[src/rtl/universal_shift_reg.sv]
// Universal shift register: hold, shift right, shift left or parallel load.
// A bit counter tracks shifts since the last load/reset and pulses word_valid
// for one cycle each time WIDTH shifts have completed a word.
module universal_shift_reg #(
  parameter int unsigned WIDTH = 32,
  localparam int unsigned CNT_W = $clog2(WIDTH)
) (
  input  logic             clk,
  input  logic             reset,
  input  logic             en,
  input  logic [1:0]       mode,
  input  logic             ser_in,
  input  logic [WIDTH-1:0] par_in,
  output logic [WIDTH-1:0] par_out,
  output logic             ser_out,
  output logic             word_valid,
  output logic [CNT_W-1:0] bit_cnt
);

  typedef enum logic [1:0] {
    ModeHold  = 2'b00,
    ModeShr   = 2'b01,
    ModeShl   = 2'b10,
    ModeLoad  = 2'b11
  } mode_e;

  logic [WIDTH-1:0] r_data;
  logic [CNT_W-1:0] r_cnt;
  logic             r_valid;

  logic [WIDTH-1:0] w_data_nxt;
  logic [CNT_W-1:0] w_cnt_nxt;
  logic             w_valid_nxt;
  logic             w_shift;
  mode_e            w_mode;

  assign w_mode = mode_e'(mode);

  // Next-state: data path per mode, then shift counting with word wrap.
  always_comb begin
    w_data_nxt  = r_data;
    w_cnt_nxt   = r_cnt;
    w_valid_nxt = 1'b0;
    w_shift     = 1'b0;
    if (en) begin
      unique case (w_mode)
        ModeHold: ;
        ModeShr: begin
          w_data_nxt = {ser_in, r_data[WIDTH-1:1]};
          w_shift    = 1'b1;
        end
        ModeShl: begin
          w_data_nxt = {r_data[WIDTH-2:0], ser_in};
          w_shift    = 1'b1;
        end
        ModeLoad: begin
          w_data_nxt = par_in;
          w_cnt_nxt  = '0;
        end
        default: ;
      endcase
    end
    // Direction changes do not matter: every shift edge counts toward the word.
    if (w_shift) begin
      if (r_cnt == CNT_W'(WIDTH - 1)) begin
        w_cnt_nxt   = '0;
        w_valid_nxt = 1'b1;
      end else begin
        w_cnt_nxt = r_cnt + CNT_W'(1);
      end
    end
  end

  // State registers with asynchronous active-low clear.
  always_ff @(posedge clk or negedge reset) begin
    if (!reset) begin
      r_data  <= '0;
      r_cnt   <= '0;
      r_valid <= 1'b0;
    end else begin
      r_data  <= w_data_nxt;
      r_cnt   <= w_cnt_nxt;
      r_valid <= w_valid_nxt;
    end
  end

  // Serial out presents the bit that the current mode would shift out.
  always_comb begin
    ser_out = (w_mode == ModeShr) ? r_data[0] : r_data[WIDTH-1];
  end

  assign par_out    = r_data;
  assign bit_cnt    = r_cnt;
  assign word_valid = r_valid;

endmodule

[config.mk]
export PLATFORM = sky130hd
export DESIGN_NAME = universal_shift_reg
export DESIGN_NICKNAME = d
export VERILOG_FILES = /design/src/rtl/universal_shift_reg.sv
export SDC_FILE = /design/constraint.sdc
export NUM_CORES = 1
export LEC_CHECK = 0
export ABC_AREA = 1
export CAP_MARGIN = 20
export CORE_ASPECT_RATIO = 0.7
export CORE_MARGIN = 2
export CORE_UTILIZATION = 40
export CTS_CLUSTER_DIAMETER = 30
export DETAILED_ROUTE_END_ITERATION = 10
export PLACE_DENSITY = 0.68
export SYNTH_ARGS = -nofsm -noshare
export SYNTH_HDL_FRONTEND = slang
export SYNTH_SLANG_ARGS = --single-unit
[constraint.sdc]
create_clock -name clk -period 1.82 [get_ports clk]
set_input_delay 0.273 -clock clk [delete_from_list [all_inputs] [get_ports clk]]
set_output_delay 0.273 -clock clk [all_outputs]
set_load 0.005 [all_outputs]
==> results of run 1 <==
[metrics by stage]
stage               cell area, sq um  instances
floorplan                       2390        382
global placement                3340        534
detailed placement              3340        534
CTS                             3460        542
global route                    3460        542
finish                          3460        542
[final timing paths]
kind | from | to | slack, ps | depth (start not counted)
max reg2reg | bit_cnt[0] | bit_cnt[2] | 390 | 7
min reg2reg | bit_cnt[4] | bit_cnt[4] | 520 | 2
min | reset | par_out[10] | 40 | 2
max in group asynchronous | reset | par_out[14] | 1440 | 2
min in group clk | bit_cnt[4] | bit_cnt[4] | 520 | 2
max | mode[1] | ser_out | 220 | 5
[sequential cells by signal, summed over array words and instances, names as in the netlist]
| signal | count |
|---|---|
| word_valid | 1 |
| bit_cnt | 5 |
| par_out | 32 |
[where the power goes]
part	internal (mW)	switching, mW	leakage (nW)
Clock	0.383	0.297	0.0575
Combinational	0.578	0.408	1.33
Sequential	1.01	0.203	0.493
[per-layer routing]
layer	wire, microns	up-vias
li1	-	1281
met1	3110	1047
met2	2430	79
met3	406	2
met4	23	0
met5	0	-
[logic make-up (layout without fill, tap and decap cells)]
kind of cell    after synthesis  count (layout)  share of synthesized area
buf+inv                      56             141                      0.108
fa+ha+maj                     6               6                     0.0314
flops                        38              38                      0.398
xor+xnor                      1               1                    0.00366
mux                           1               1                    0.00471
compound gates                3               3                    0.00628
simple gates                277             277                      0.448
[cell type report]
type	count	share of cell area
timing repair buffer	94	0.278
inverter	39	0.0423
multi-input combinational	288	0.345
sequential	38	0.275
tap	75	0.0271
clock buffer	8	0.0318
[cells in the mapped netlist]
| cell | count |
|---|---|
| nor2_4 | 1 |
| o21ai_1 | 3 |
| buf_2 | 6 |
| dfrtp_1 | 38 |
| nor2_8 | 1 |
| nand2_1 | 267 |
| nand3_1 | 4 |
| xnor2_1 | 1 |
| buf_4 | 11 |
| inv_1 | 5 |
| ha_1 | 6 |
| mux2_1 | 1 |
| inv_2 | 7 |
| nor2_1 | 3 |
| nand4_1 | 1 |
| clkinv_1 | 27 |
[timing repair]
| item | CTS | global route |
|---|---|---|
| endpoints found under the setup margin | 1 | 0 |
| resized for setup | 6 | 0 |
| buffers inserted | 0 | 0 |
==> flow_summary.yaml, run 1 <==
status:
  outcome: "complete, no violations"
floorplan:
  coreArea_sq_um: 5760
  dieHeight_microns: 68.7
  io_pins: 77
  fp.dieW_microns: 96.4
  start_util: 0.415
  num_rows: 23
  die-area_sq_um: 6620
drt:
  drt_iter0_markers: 106
  final_antenna_net_count: 0
  wire_per_inst_microns: 11.0
  dr.pass1.iters: 5
  routed_wl_microns: 5970
  drc: 0
  vias: 2409
  avgViaCountPerCell: 4.44
clock_network:
  path_clk_slew_ps: 70
  cts_buffer_depth: 2
  insertion_delay_ps: 290
  cts_hold_buf: 0
  numCtsBuffers: 5
  cts_tree: "done"
  htree_levels: 2
  root_buffer: "clkbuf_8"
  clock_sinks: 38
synthesis:
  ys_warn_count: 0
  synth_area_leader_cell: "nand2_1"
  postSynthCellCount: 382
  syn-num-nets: 426
  netlist_area_sq_um: 2390
  ys_types: 16
  synthTopCellsByArea: "nand2_1, dfrtp_1, clkinv_1"
  synth.top_cell.area_share: 0.419
  synth-seq-cells: 38
  syn_area_per_cell_sq_um: 6.26
  yosysSeqAreaShare: 0.398
global_routing:
  grtUsageMet3: 0.0478
  top_usage_layer: "met2"
  grt_pass1_wl_microns: 9750
  grt_pass1_vias: 2114
  grtUsageTotal: 0.193
  overflow: 0
  grt_max_degree: 39
  antenna_found_initial: 0
  grtUsageMet1: 0.277
  use_met2: 0.294
sta:
  tns_ps: 0
  timing.final.crit_share: 0.878
  rsz0062_at_grt: "no"
  fin_skew_ps: 6.03
  maxSlewViolCount: 0
  hold_ws_ps: 37.8
  period_minus_slack_ps: 1600
  worst_slew_pin_slew_ps: 557
  worst_slew_margin_rel: 0.628
  max_freq_ghz: 0.626
  final-hold-violation-count: 0
  worst_slack_ps: 223
  finalSetupViolCount: 0
worst_setup_path:
  crit_chain: "dlygate4sd2_1 > inv_2 > ha_4 > mux2_1 > dlygate4sd2_1"
  cpMaxStageDelayCell: "mux2_1"
  arrival_ps: 1320
  path_max_fanout: 2
  cpPeakStageDelay_ps: 310
  worstPathRequired_ps: 1550
  crit_type: "in -> out"
  path_common_cell: "dlygate4sd2_1"
  start_kind: "primary input"
  endpoint_kind: "output pin"
  path_buf_inv: 3
  crit_family: "buffers and inverters"
pwr:
  p_leak_nw: 1.88
  p_total_mw: 2.88
  powerDensity_nw_per_um2: 834
  irDropWorstVdd_v: 0.000449
placed_design:
  globalplace.congestion: 0.805
  io_buffers: 76
  pre_cts_ws_ps: -268
  dp_hpwl_microns: 4350
cells_and_area:
  diodes: 0
  postLayoutCoreUtil: 0.601
  nets: 510
  regArea_sq_um: 951
  n_fill_cell: 553
  area_growth_pct: 44.6
  most-common-layout-cells: "nand2_1, clkdlybuf4s50_1, dfrtp_1, clkinv_1, buf_4"
  layout_commonest_cell: "nand2_1"
  layout-drive-gt1-share: 0.0814
  multi_input_area_sq_um: 1190
hold_path:
  worstHoldPathType: "in -> async"
job:
  cap_violations: 0
Note: power is estimated with default switching activity, not from simulation.
==> run 2, diff against run 1 <==
--- a/config.mk
+++ b/config.mk
@@ -13,6 +13,7 @@
 export CTS_CLUSTER_DIAMETER = 30
 export DETAILED_ROUTE_END_ITERATION = 10
 export PLACE_DENSITY = 0.68
+export SLEW_MARGIN = 20
 export SYNTH_ARGS = -nofsm -noshare
 export SYNTH_HDL_FRONTEND = slang
 export SYNTH_SLANG_ARGS = --single-unit
==> results of run 2 <==
Final layout, timing and power as in run 1 (identical DEF).
==> run 3, diff against run 2 <==
--- a/config.mk
+++ b/config.mk
@@ -10,7 +10,7 @@
 export CORE_ASPECT_RATIO = 0.7
 export CORE_MARGIN = 2
 export CORE_UTILIZATION = 40
-export CTS_CLUSTER_DIAMETER = 30
+export CTS_CLUSTER_DIAMETER = 60
 export DETAILED_ROUTE_END_ITERATION = 10
 export PLACE_DENSITY = 0.68
 export SLEW_MARGIN = 20
==> results of run 3 <==
Final layout, timing and power as in run 1 (identical DEF).
